==> src/rtl/uart_regfile_pkg.sv <==
// Shared register map, interrupt identification codes and FCR/LSR bit positions
// for the UART APB register file.
package uart_regfile_pkg;

  localparam logic [4:0] REG_DR    = 5'd0;
  localparam logic [4:0] REG_IER   = 5'd1;
  localparam logic [4:0] REG_IIR   = 5'd2;
  localparam logic [4:0] REG_FCR   = 5'd2;
  localparam logic [4:0] REG_LCR   = 5'd3;
  localparam logic [4:0] REG_MCR   = 5'd4;
  localparam logic [4:0] REG_LSR   = 5'd5;
  localparam logic [4:0] REG_DIV0  = 5'd7;
  localparam logic [4:0] REG_DIV1  = 5'd8;
  localparam logic [4:0] REG_RXTHR = 5'd9;
  localparam logic [4:0] REG_TXTHR = 5'd10;
  localparam logic [4:0] REG_DIV2  = 5'd11;

  typedef enum logic [3:0] {
    IIR_NONE = 4'h1,
    IIR_TX   = 4'h2,
    IIR_RX   = 4'h4,
    IIR_LS   = 4'h6,
    IIR_TO   = 4'hC
  } iir_code_e;

  localparam logic [1:0] IIR_FIFO_EN = 2'b11;

  localparam int         FCR_RX_CLR = 1;
  localparam int         FCR_TX_CLR = 2;
  localparam logic [7:0] FCR_RESET  = 8'hC0;

  localparam int LSR_DR      = 0;
  localparam int LSR_ERR_LO  = 1;
  localparam int LSR_THRE    = 5;
  localparam int LSR_TEMT    = 6;
  localparam int LSR_ERR_ANY = 7;

endpackage

==> src/rtl/uart_baud_gen.sv <==
// Baud-rate enable generator: down-counter reloaded to divisor-1, one-cycle tick
// at terminal count. A zero divisor parks the generator with no ticks.
module uart_baud_gen #(
  parameter int DIV_W = 16
) (
  input  logic             PCLK,
  input  logic             PRESETn,
  input  logic [DIV_W-1:0] divisor,
  input  logic             reload,
  output logic             baud_tick
);

  logic [DIV_W-1:0] cnt;

  always_ff @(posedge PCLK) begin
    if (!PRESETn) begin
      cnt       <= '0;
      baud_tick <= 1'b0;
    end else if (divisor == '0) begin
      cnt       <= '0;
      baud_tick <= 1'b0;
    end else if (reload) begin
      cnt       <= divisor - DIV_W'(1);
      baud_tick <= 1'b0;
    end else if (cnt == '0) begin
      cnt       <= divisor - DIV_W'(1);
      baud_tick <= 1'b1;
    end else begin
      cnt       <= cnt - DIV_W'(1);
      baud_tick <= 1'b0;
    end
  end

endmodule

==> src/rtl/uart_apb_regfile_p.sv <==
// APB register file for a 16550-style UART: register decode, FIFO strobes,
// line status tracking, interrupt identification and the baud generator.
module uart_apb_regfile_p
  import uart_regfile_pkg::*;
#(
  parameter  int FIFO_DEPTH = 16,
  parameter  int DIV_W      = 16,
  localparam int CNT_W      = $clog2(FIFO_DEPTH) + 1
) (
  input  logic             PCLK,
  input  logic             PRESETn,
  input  logic             PSEL,
  input  logic             PENABLE,
  input  logic             PWRITE,
  input  logic [4:0]       PADDR,
  input  logic [31:0]      PWDATA,
  output logic [31:0]      PRDATA,
  output logic             PREADY,
  output logic             PSLVERR,
  output logic [7:0]       LCR,
  output logic [4:0]       MCR,
  output logic             baud_tick,
  output logic             tx_fifo_we,
  output logic             tx_fifo_clr,
  input  logic [CNT_W-1:0] tx_fifo_count,
  input  logic             tx_busy,
  input  logic [7:0]       rx_data,
  output logic             rx_fifo_re,
  output logic             rx_fifo_clr,
  input  logic [CNT_W-1:0] rx_fifo_count,
  input  logic [3:0]       rx_err,
  input  logic             time_out,
  output logic             irq
);

  logic             access, wr_ok, rd_ok, addr_ok, err;
  logic             tx_full, tx_empty, rx_empty;
  logic [3:0]       ier_q, sticky_q;
  logic [7:0]       fcr_q, rxthr_q, txthr_q, lsr, rdata;
  logic [23:0]      div_q;
  logic             div_reload_q;
  logic [CNT_W-1:0] tx_cnt_q;
  logic             tx_int_q, tx_set, tx_clr, rx_int, ls_int;
  logic             lsr_rd, iir_rd, irq_src;
  logic [8:0]       rx_thr;
  iir_code_e        iir_code;

  assign access   = PSEL & PENABLE;
  assign PREADY   = access;
  assign tx_full  = (tx_fifo_count == CNT_W'(FIFO_DEPTH));
  assign tx_empty = (tx_fifo_count == '0);
  assign rx_empty = (rx_fifo_count == '0);

  always_comb begin
    addr_ok = 1'b0;
    case (PADDR)
      REG_DR, REG_IER, REG_IIR, REG_LCR, REG_MCR, REG_LSR,
      REG_DIV0, REG_DIV1, REG_RXTHR, REG_TXTHR: addr_ok = 1'b1;
      REG_DIV2: addr_ok = (DIV_W == 24);
      default:  addr_ok = 1'b0;
    endcase
  end

  // Full TX FIFO on push and empty RX FIFO on pop are reported as errors.
  assign err = ~addr_ok
             | ( PWRITE & (PADDR == REG_LSR))
             | ( PWRITE & (PADDR == REG_DR) & tx_full)
             | (~PWRITE & (PADDR == REG_DR) & rx_empty);

  assign PSLVERR = access & err;
  assign wr_ok   = access &  PWRITE & ~err;
  assign rd_ok   = access & ~PWRITE & ~err;
  assign lsr_rd  = rd_ok & (PADDR == REG_LSR);
  assign iir_rd  = rd_ok & (PADDR == REG_IIR);

  always_comb begin
    rx_thr = {1'b0, rxthr_q};
    if (rxthr_q == 8'd0)
      rx_thr = 9'd1;
    else if (rx_thr > 9'(FIFO_DEPTH))
      rx_thr = 9'(FIFO_DEPTH);
  end

  assign rx_int = (9'(rx_fifo_count) >= rx_thr);
  assign ls_int = |sticky_q;
  assign tx_set = (9'(tx_cnt_q) > {1'b0, txthr_q}) && (9'(tx_fifo_count) <= {1'b0, txthr_q});

  always_comb begin
    iir_code = IIR_NONE;
    if (ls_int & ier_q[2])
      iir_code = IIR_LS;
    else if (rx_int & ier_q[0])
      iir_code = IIR_RX;
    else if (time_out & ier_q[3])
      iir_code = IIR_TO;
    else if (tx_int_q & ier_q[1])
      iir_code = IIR_TX;
  end

  assign tx_clr  = (iir_rd & (iir_code == IIR_TX)) | (wr_ok & (PADDR == REG_DR));
  assign irq_src = (ls_int & ier_q[2]) | (rx_int & ier_q[0])
                 | (time_out & ier_q[3]) | (tx_int_q & ier_q[1]);

  always_comb begin
    lsr                        = '0;
    lsr[LSR_DR]                = ~rx_empty;
    lsr[LSR_ERR_LO +: 4]       = sticky_q;
    lsr[LSR_THRE]              = tx_empty;
    lsr[LSR_TEMT]              = tx_empty & ~tx_busy;
    lsr[LSR_ERR_ANY]           = ls_int;
  end

  always_comb begin
    rdata = '0;
    case (PADDR)
      REG_DR:    rdata = rx_empty ? 8'd0 : rx_data;
      REG_IER:   rdata = {4'd0, ier_q};
      REG_IIR:   rdata = {IIR_FIFO_EN, 2'b00, iir_code};
      REG_LCR:   rdata = LCR;
      REG_MCR:   rdata = {3'd0, MCR};
      REG_LSR:   rdata = lsr;
      REG_DIV0:  rdata = div_q[7:0];
      REG_DIV1:  rdata = div_q[15:8];
      REG_DIV2:  rdata = div_q[23:16];
      REG_RXTHR: rdata = rxthr_q;
      REG_TXTHR: rdata = txthr_q;
      default:   rdata = '0;
    endcase
  end

  assign PRDATA = {24'd0, rdata};

  always_ff @(posedge PCLK) begin
    if (!PRESETn) begin
      ier_q        <= '0;
      fcr_q        <= FCR_RESET;
      LCR          <= '0;
      MCR          <= '0;
      div_q        <= '0;
      rxthr_q      <= 8'd1;
      txthr_q      <= 8'd0;
      sticky_q     <= '0;
      tx_cnt_q     <= '0;
      tx_int_q     <= 1'b0;
      irq          <= 1'b0;
      div_reload_q <= 1'b0;
      tx_fifo_we   <= 1'b0;
      rx_fifo_re   <= 1'b0;
      tx_fifo_clr  <= 1'b0;
      rx_fifo_clr  <= 1'b0;
    end else begin
      tx_fifo_we   <= wr_ok & (PADDR == REG_DR);
      rx_fifo_re   <= rd_ok & (PADDR == REG_DR);
      rx_fifo_clr  <= wr_ok & (PADDR == REG_FCR) & PWDATA[FCR_RX_CLR];
      tx_fifo_clr  <= wr_ok & (PADDR == REG_FCR) & PWDATA[FCR_TX_CLR];
      div_reload_q <= wr_ok & ((PADDR == REG_DIV0) | (PADDR == REG_DIV1) | (PADDR == REG_DIV2));
      if (wr_ok) begin
        case (PADDR)
          REG_IER:   ier_q         <= PWDATA[3:0];
          REG_FCR:   fcr_q         <= PWDATA[7:0];
          REG_LCR:   LCR           <= PWDATA[7:0];
          REG_MCR:   MCR           <= PWDATA[4:0];
          REG_DIV0:  div_q[7:0]    <= PWDATA[7:0];
          REG_DIV1:  div_q[15:8]   <= PWDATA[7:0];
          REG_DIV2:  div_q[23:16]  <= PWDATA[7:0];
          REG_RXTHR: rxthr_q       <= PWDATA[7:0];
          REG_TXTHR: txthr_q       <= PWDATA[7:0];
          default: ;
        endcase
      end
      // A new error flag arriving with the LSR read survives the clear.
      sticky_q <= (lsr_rd ? 4'd0 : sticky_q) | rx_err;
      tx_cnt_q <= tx_fifo_count;
      tx_int_q <= tx_set | (tx_int_q & ~tx_clr);
      irq      <= iir_rd ? 1'b0 : irq_src;
    end
  end

  // Reload is delayed a cycle so the generator sees the freshly written byte.
  uart_baud_gen #(.DIV_W(DIV_W)) u_baud_gen (
    .PCLK      (PCLK),
    .PRESETn   (PRESETn),
    .divisor   (div_q[DIV_W-1:0]),
    .reload    (div_reload_q),
    .baud_tick (baud_tick)
  );

  logic unused_ok;
  assign unused_ok = ^{PWDATA[31:8], fcr_q};

endmodule

==> config.mk <==
export PLATFORM = sky130hd
export DESIGN_NAME = uart_apb_regfile_p
export DESIGN_NICKNAME = d
export VERILOG_FILES = /design/src/rtl/uart_regfile_pkg.sv /design/src/rtl/uart_baud_gen.sv /design/src/rtl/uart_apb_regfile_p.sv
export SDC_FILE = /design/constraint.sdc
export NUM_CORES = 1
export LEC_CHECK = 0
export BUFFER_PORTS_ARGS = -buffer_cell sky130_fd_sc_hd__buf_2
export CORE_AREA = 3 3 117 119
export CTS_CLUSTER_DIAMETER = 200
export DETAILED_ROUTE_END_ITERATION = 7
export DIE_AREA = 0 0 120 122
export PLACE_DENSITY_LB_ADDON = 0.2
export RECOVER_POWER = 100
export SLEW_MARGIN = 10
export SYNTH_ARGS = -nofsm -noshare
export SYNTH_HDL_FRONTEND = slang
export SYNTH_SLANG_ARGS = --single-unit
==> constraint.sdc <==
create_clock -name PCLK -period 3.1 [get_ports PCLK]
set_input_delay 0.155 -clock PCLK [delete_from_list [all_inputs] [get_ports PCLK]]
set_output_delay 0.155 -clock PCLK [all_outputs]
set_load 0.01 [all_outputs]
==> results_dict.tcl, run 1 <==
set metrics [dict create \
    numClockSinks 90 \
    pre_cts_slack_ns 0.303 \
    slowest_delay_ns 0.45 \
    die-area_um2 14600 \
    synth_seq_cells 90 \
    seq_area_frac_synth 0.356 \
    ys_warn_count 0 \
    grt_util_all_layers 0.208 \
    fin_crit_sh 0.965 \
    crit_path_start "rxthr_q[4]" \
    path_max_fanout 5 \
    overflow 0 \
    netlist_area_um2 5060 \
    hold_violations 0 \
    r2r_cells 7 \
    crit_type "register to output port" \
    max_freq_mhz 334 \
    nNetsFinal 749 \
    initial_core_util 0.399 \
    cpMaxStageDelayCell "or3b_2" \
    tightest_slew_ns 2.55 \
    grt_pass1_wl_mm 23.5 \
    n_antenna_cell 0 \
    crit_family "simple AND/OR/NAND/NOR gates" \
    worstSkewPairLatency_ns 0.35 \
    cts_root_buf "clkbuf_16" \
    vias_per_cell 5.54 \
    finalCriticalPeriod_ns 2.99 \
    final.setup.tns_ns 0 \
    synthFlopType "dfxtp_1" \
    synth_edf_count 0 \
    hpwl_mm 11.3 \
    worst-path-stages 10 \
    netlist_instances 600 \
    routed_wl_mm 15.2 \
    failed_checks "capacitance limit, slew limit" \
    status "complete, but fails checks" \
    cp.arrival_ns 2.84 \
    r2r_end "u_baud_gen.cnt[12]" \
    io_buffer_count 70 \
    cts_setup_buffers 0 \
    skew_ns 0.00980 \
    reg2reg_from "div_q[0]" \
    die_x_um 120 \
    hold_start "rx_err[0]" \
    post-route-util 0.458 \
    critPathBufInv 2 \
    crit_chain "nor4_2, buf_4, nand2_1, ha_1, a21oi_2, o21ai_2, a221oi_2, a21oi_1, or3b_2, buf_2" \
    setup_slack_ns 0.108 \
    gp_congestion 0.929 \
    dr_total_vias 4664 \
    h-tree-depth 3 \
    syn_avg_cell_area_um2 8.43 \
    critPathRequiredTime_ns 2.94 \
    totalPowerFinal_mw 2.63 \
    rows 41 \
    drt_pass1_iterations 5 \
    cp-start-kind "register" \
    antenna_left 0 \
    relSlewSlack -0.700 \
    cts_buffer_depth 2 \
    drt_iter0_markers 421 \
    grt_pass1_vias 4298 \
    antenna_found_initial 0 \
    maxSlewViolCount 72 \
    grt_max_degree 72 \
    io_pins 119 \
    holdWs_ns 0.0348 \
    cap_violations 1 \
    hold_class "input pin to register" \
    cp-endpoint "PRDATA[2]" \
    area_growth_pct 14.9 \
    setup_viol 0 \
    tritoncts "built" \
    reg2reg_slack_ns 0.25 \
    yosysUniqueCellTypes 58 \
    rsz0062_at_grt "no" \
    powerDensity_nw_per_um2 453 \
    leakage_nw 2.24 \
    async_reset_ff_frac 0 \
    coreArea_um2 12700 \
    wl_per_cell_um 18.0 \
    crit_path_end_kind "output port" \
    drive_gt1_frac 0.136 \
    die_y_um 122 \
    cts_made_buffers 9 \
    clk_pin_slew_ns 0.07 \
    worst_ir_drop_vdd_uv 241 \
    drc 0 \
]
[state kept, by name (all words and copies together) (netlist names), 4 cells and up]
signal / flops
ier_q: 4
LCR: 8
txthr_q: 8
rxthr_q: 8
MCR: 5
u_baud_gen.cnt: 16
tx_cnt_q: 5
sticky_q: 4
div_q: 24
[what timing repair did]
| item | CTS | global route |
|---|---|---|
| resized for setup | 1 | 4 |
| setup endpoints to repair | 1 | 2 |
| pin swaps | 0 | 1 |
| hold buffers | 0 | 0 |
[logic make-up after synthesis]
family                     count (synthesis)  synth area share
DFF                                       90             0.356
adders and majority gates                 18            0.0445
other                                      1          0.000742
muxes                                     20            0.0401
AOI/OAI and AO/OA                        118             0.179
and+or+nand+nor                          257             0.265
xor gates and xnor gates                  24            0.0416
buffers and inverters                     72            0.0730
[synth_stat cells (15+ instances only)]
| master | instances | share of area |
|---|---|---|
| a21boi_0 | 31 | 0.046 |
| and2_1 | 15 | 0.019 |
| buf_4 | 25 | 0.037 |
| clkbuf_1 | 25 | 0.019 |
| dfxtp_1 | 90 | 0.36 |
| ha_1 | 18 | 0.045 |
| inv_1 | 17 | 0.013 |
| mux2i_1 | 18 | 0.036 |
| nand2_1 | 62 | 0.046 |
| nand3_1 | 44 | 0.044 |
| nor2_1 | 30 | 0.022 |
| nor2b_1 | 26 | 0.032 |
| nor3_1 | 20 | 0.020 |
[stage by stage]
stage	cells	instance area, um^2
finish	842	5810
global route	842	5810
CTS	842	5850
detailed placement	826	5540
global placement	826	5540
floorplan	623	5140
[cell type report]
| class | instances | area, um^2 |
|---|---|---|
| flip-flops and latches | 90 | 1800 |
| fillers | 1244 | 6860 |
| multi-input cells | 461 | 2990 |
| well taps | 172 | 215 |
| repair buffers | 86 | 428 |
| clock inverters | 5 | 62.6 |
| inverters | 17 | 63.8 |
| clock buffers | 11 | 243 |
[worst min-delay path: cells and delay by family]
family                 cells  cell delay, ns
AO/OA/AOI/OAI              1            0.03
buffers and inverters      1            0.08
AND/OR/NAND/NOR            1            0.08
[where the power goes]
part / internal [mW] / total (mW) / switching [mW]
sequential: 1.17 / 1.18 / 0.0125
clock: 0.652 / 1.14 / 0.491
combinational: 0.114 / 0.306 / 0.191
[cells in the final DEF, fill, tap and decap left out, types with 8 or more instances in the layout]
master | netlist | final
dfxtp_1 | 90 | 90
nand2_1 | 62 | 62
nand3_1 | 44 | 44
buf_2 | 4 | 44
a21boi_0 | 31 | 31
nor2_1 | 30 | 30
clkbuf_1 | 25 | 29
nor2b_1 | 26 | 26
conb_1 | 1 | 24
nor3_1 | 20 | 20
mux2i_1 | 18 | 18
ha_1 | 18 | 18
inv_1 | 17 | 17
a211oi_1 | 14 | 14
a21oi_1 | 14 | 13
nor4_1 | 14 | 13
xor2_1 | 13 | 13
buf_4 | 25 | 13
xnor2_1 | 11 | 11
and2_1 | 15 | 10
a22oi_1 | 10 | 10
and3_1 | 9 | 9
clkbuf_16 | 0 | 9
a222oi_1 | 8 | 8
[worst min path at each step]
| stage | end | slack [ns] | cells after the start |
|---|---|---|---|
| after global placement | sticky_q[0] | 0.39 | 3 |
| after floorplan | tx_cnt_q[0] | 0.28 | 1 |
| final | sticky_q[0] | 0.03 | 3 |
| after detailed placement | sticky_q[0] | 0.39 | 3 |
| after global routing | sticky_q[0] | 0.03 | 3 |
| after CTS | sticky_q[2] | 0.03 | 3 |
[per-layer routing]
layer,wire length (um),up-vias,share of wire,track usage
met5,0,-,0,0
met4,216,0,0.014,0.0515
met3,909,17,0.060,0.0441
met2,6620,155,0.44,0.309
met1,7450,2225,0.49,0.307
li1,-,2267,-,-
Power figures use the tool's default switching activity.
==> inputs of run 2 (changes only) <==
- clock period: 3.1 -> 3.8 ns (I/O delays scaled with it)
==> results_dict.tcl, run 2 (same netlist as run 1, synthesis figures left out) <==
set metrics [dict create \
    cts_buffer_depth 2 \
    max_freq_mhz 293 \
    die_y_um 122 \
    cp.arrival_ns 3.23 \
    hpwl_mm 11.3 \
    tritoncts "built" \
    status "complete, but fails checks" \
    ctsHoldBuffers 0 \
    initial_core_util 0.399 \
    coreArea_um2 12700 \
    routed-wl-met3_mm 1.07 \
    powerDensity_nw_per_um2 380 \
    crit_path_end_kind "output port" \
    drt_iter0_markers 439 \
    grt_pass1_wl_mm 23.8 \
    cts_resized 0 \
    cp-start-kind "register" \
    gp_congestion 0.950 \
    fin_cells 837 \
    rows 41 \
    setup_slack_ns 0.385 \
    cts_made_buffers 9 \
    path_max_fanout 5 \
    worstSkewPairLatency_ns 0.35 \
    drive_gt1_frac 0.110 \
    antenna_left 0 \
    wl_met2_mm 6.76 \
    io_buffer_count 70 \
    leakage_nw 2.21 \
    hold_class "input pin to register" \
    drt_pass1_iterations 8 \
    layout_common_cells "dfxtp_1 (90), nand2_1 (62), nand3_1 (44), buf_2 (40), clkbuf_1 (35)" \
    totalPowerFinal_mw 2.18 \
    grt_pass1_vias 4414 \
    r2r_cells 8 \
    clk_pin_slew_ns 0.07 \
    grt_max_degree 42 \
    setup_viol 0 \
    holdWs_ns 0.0704 \
    grt_util_all_layers 0.209 \
    wl_per_cell_um 18.0 \
    h-tree-depth 3 \
    relSlewSlack -0.0619 \
    tightest_slew_ns 1.58 \
    overflow 0 \
    largest-register "div_q" \
    finalCriticalPeriod_ns 3.42 \
    largest_reg_flops 24 \
    cts_root_buf "clkbuf_16" \
    routed_wl_mm 15.1 \
    min_path_cells 3 \
    final_common_cell "dfxtp_1" \
    antenna_found_initial 0 \
    met1_length_mm 7.01 \
    fin_crit_sh 0.899 \
    area_growth_pct 13.8 \
    failed_checks "capacitance limit, slew limit" \
    critPathRequiredTime_ns 3.61 \
    placed_cells 821 \
    rsz0062_at_grt "no" \
    numClockSinks 90 \
    maxSlewViolCount 9 \
    n_antenna_cell 0 \
    die_x_um 120 \
    cap_violations 2 \
    vias_per_cell 5.62 \
    top_layer "met4" \
    skew_ns 0.0146 \
    dr_total_vias 4700 \
    crit_type "register to output port" \
    top_regs "div_q (24), u_baud_gen.cnt (16)" \
    die-area_um2 14600 \
    nNetsFinal 744 \
    cts_setup_buffers 0 \
    pre_cts_slack_ns 0.737 \
    hold_violations 0 \
    drc 0 \
    worst_ir_drop_vdd_uv 224 \
    final.setup.tns_ns 0 \
    io_pins 119 \
]
==> run 2: per-layer routing <==
metal / vias to the layer above / track usage
li1: 2259 / -
met1: 2250 / 0.295
met4: 0 / 0.0709
met5: - / 0
met2: 173 / 0.314
met3: 18 / 0.0460
==> run 2: path summary, 6_finish.rpt <==
kind | startpoint | to | slack [ns]
worst max-delay path | rxthr_q[4] | PRDATA[2] | 0.38
worst min-delay path | rx_err[3] | sticky_q[3] | 0.07
worst max register to register | div_q[0] | u_baud_gen.cnt[13] | 0.91
worst min register to register | div_reload_q | u_baud_gen.baud_tick | 0.43
==> run 2: cell type report <==
type                            count  area, um^2
Clock buffer                       12         246
Clock inverter                      4        73.8
Fill cell                        1304        6920
Inverter                           17        63.8
Multi-Input combinational cell    461        2970
Sequential cell                    90        1800
Tap cell                          172         215
Timing Repair Buffer               81         384
==> run 2: worst max-delay path, stage by stage, from the launching register on <==
cell,delay [ns]
dfxtp_1,0.32
nor4_1,0.65
nand2_1,0.13
ha_1,0.31
a21oi_1,0.12
o21ai_0,0.12
a221oi_1,0.46
a21oi_1,0.13
or3b_2,0.47
clkbuf_1,0.14
==> run 2: metrics by stage <==
step / instance area [um^2] / util
after floorplan: 5140 / -
after detailed placement: 5500 / 0.434
final: 5750 / 0.454
after global routing: 5750 / 0.454
after CTS: 5820 / 0.459
after global placement: 5500 / 0.434
==> run 2: power by group <==
part	switching, mW	total, mW	internal (mW)
Clock	0.379	0.976	0.596
Sequential	0.0101	0.965	0.955
Combinational	0.155	0.244	0.0891
==> inputs of run 3 (changes only) <==
- PLACE_DENSITY_LB_ADDON: 0.2 -> 0.25
==> results_dict.tcl, run 3 (same netlist as run 1, synthesis figures left out) <==
set metrics [dict create \
    status "complete, but fails checks" \
    failed_checks "capacitance limit, slew limit" \
    final_area_um2 5750 \
    relSlewSlack -0.383 \
    drc 0 \
    cts_buffer_depth 2 \
    largest-register "div_q" \
    die_y_um 122 \
    worstSkewPairLatency_ns 0.35 \
    cp-start-kind "register" \
    drive_gt1_frac 0.108 \
    post-route-util 0.454 \
    numClockSinks 90 \
    cp.arrival_ns 3.26 \
    crit_type "register to output port" \
    wl_per_cell_um 17.7 \
    die-area_um2 14600 \
    crit_chain "nor4_1, nand2_1, ha_1, a21oi_1, o21ai_0, a221oi_1, a21oi_1, or3b_2, clkbuf_1" \
    critPathRequiredTime_ns 3.61 \
    layout_common_cells "dfxtp_1 (90), nand2_1 (62), nand3_1 (44), buf_2 (39), clkbuf_1 (34)" \
    cts_root_buf "clkbuf_16" \
    initial_core_util 0.399 \
    worst_ir_drop_vdd_uv 205 \
    largest_reg_flops 24 \
    antenna_left 0 \
    max_freq_mhz 290 \
    dr_total_vias 4580 \
    ctsHoldBuffers 0 \
    path_max_fanout 5 \
    holdWs_ns 0.0783 \
    hold_violations 0 \
    tritoncts "built" \
    die_x_um 120 \
    routed_wl_mm 14.8 \
    grt_max_degree 56 \
    overflow 0 \
    finalCriticalPeriod_ns 3.45 \
    io_pins 119 \
    n_antenna_cell 0 \
    path_common_cell "a21oi_1" \
    setup_viol 0 \
    rows 41 \
    powerDensity_nw_per_um2 379 \
    drt_pass1_iterations 5 \
    fin_crit_sh 0.909 \
    rsz0062_at_grt "no" \
    vias_per_cell 5.48 \
    coreArea_um2 12700 \
    final_common_cell "dfxtp_1" \
    area_growth_pct 13.7 \
    crit_path_end_kind "output port" \
    antenna_found_initial 0 \
    clk_pin_slew_ns 0.07 \
    cts_resized 0 \
    cts_setup_buffers 0 \
    top_regs "div_q (24), u_baud_gen.cnt (16)" \
    io_buffer_count 70 \
    gp_congestion 0.943 \
    drt_iter0_markers 513 \
    grt_pass1_vias 4263 \
    cpMaxStageDelayCell "nor4_1" \
    grt_util_all_layers 0.205 \
    placed_area_um2 5500 \
    hpwl_mm 11.1 \
    cts_made_buffers 9 \
    cap_violations 2 \
    skew_ns 0.00605 \
    hold_class "input pin to register" \
    grt_pass1_wl_mm 23.5 \
    slowest_delay_ns 0.76 \
    tightest_slew_ns 2.07 \
    nNetsFinal 744 \
    final.setup.tns_ns 0 \
    h-tree-depth 3 \
    maxSlewViolCount 65 \
    leakage_nw 2.20 \
]
run 3: per-stage QoR:
step | instances | total power [mW] | setup WS [ns]
6_report | 836 | 2.18 | 0.346
5_1_grt | 836 | 2.26 | 0.110
4_1_cts | 836 | 2.19 | 0.316
3_5_place_dp | 821 | 1.23 | 0.711
3_3_place_gp | 821 | 1.22 | 0.785
2_1_floorplan | 623 | 1.16 | 1.21
run 3: worst max-delay path, delay by kind of cell, from the launching register on:
family / cells / cell delay (ns)
and+or+nand+nor: 3 / 1.34
AOI/OAI and AO/OA: 4 / 0.79
DFF: 1 / 0.33
adders and majority gates: 1 / 0.32
buffers and inverters: 1 / 0.14
run 3: layout make-up:
class | count | area [um^2]
Multi-Input combinational cell | 461 | 2970
Tap cell | 172 | 215
Clock inverter | 6 | 90.1
Timing Repair Buffer | 81 | 383
Sequential cell | 90 | 1800
Fill cell | 1288 | 6920
Inverter | 17 | 63.8
Clock buffer | 9 | 225
run 3: where the power goes:
part	leakage, nW	internal (mW)	total, mW	switching [mW]
Combinational	1.32	0.0875	0.241	0.153
Sequential	0.728	0.955	0.964	0.00956
Clock	0.152	0.576	0.971	0.395
Total	2.20	1.62	2.18	0.558
run 3: layer usage:
metal	routed length, um	part of all wire	GRT usage	vias up
met5	0	0	0	-
met2	6600	0.45	0.307	183
li1	-	-	-	2252
met4	179	0.012	0.0608	0
met3	1040	0.070	0.0395	17
met1	6990	0.47	0.299	2128
run 3: worst paths after layout:
kind,startpoint,endpoint,slack [ns],depth (start not counted)
worst max-delay path,rxthr_q[4],PRDATA[2],0.35,9
worst min register to register,div_q[16],div_q[16],0.46,1
worst max register to register,div_q[0],u_baud_gen.cnt[13],0.92,8
worst min-delay path,rx_err[3],sticky_q[3],0.08,3
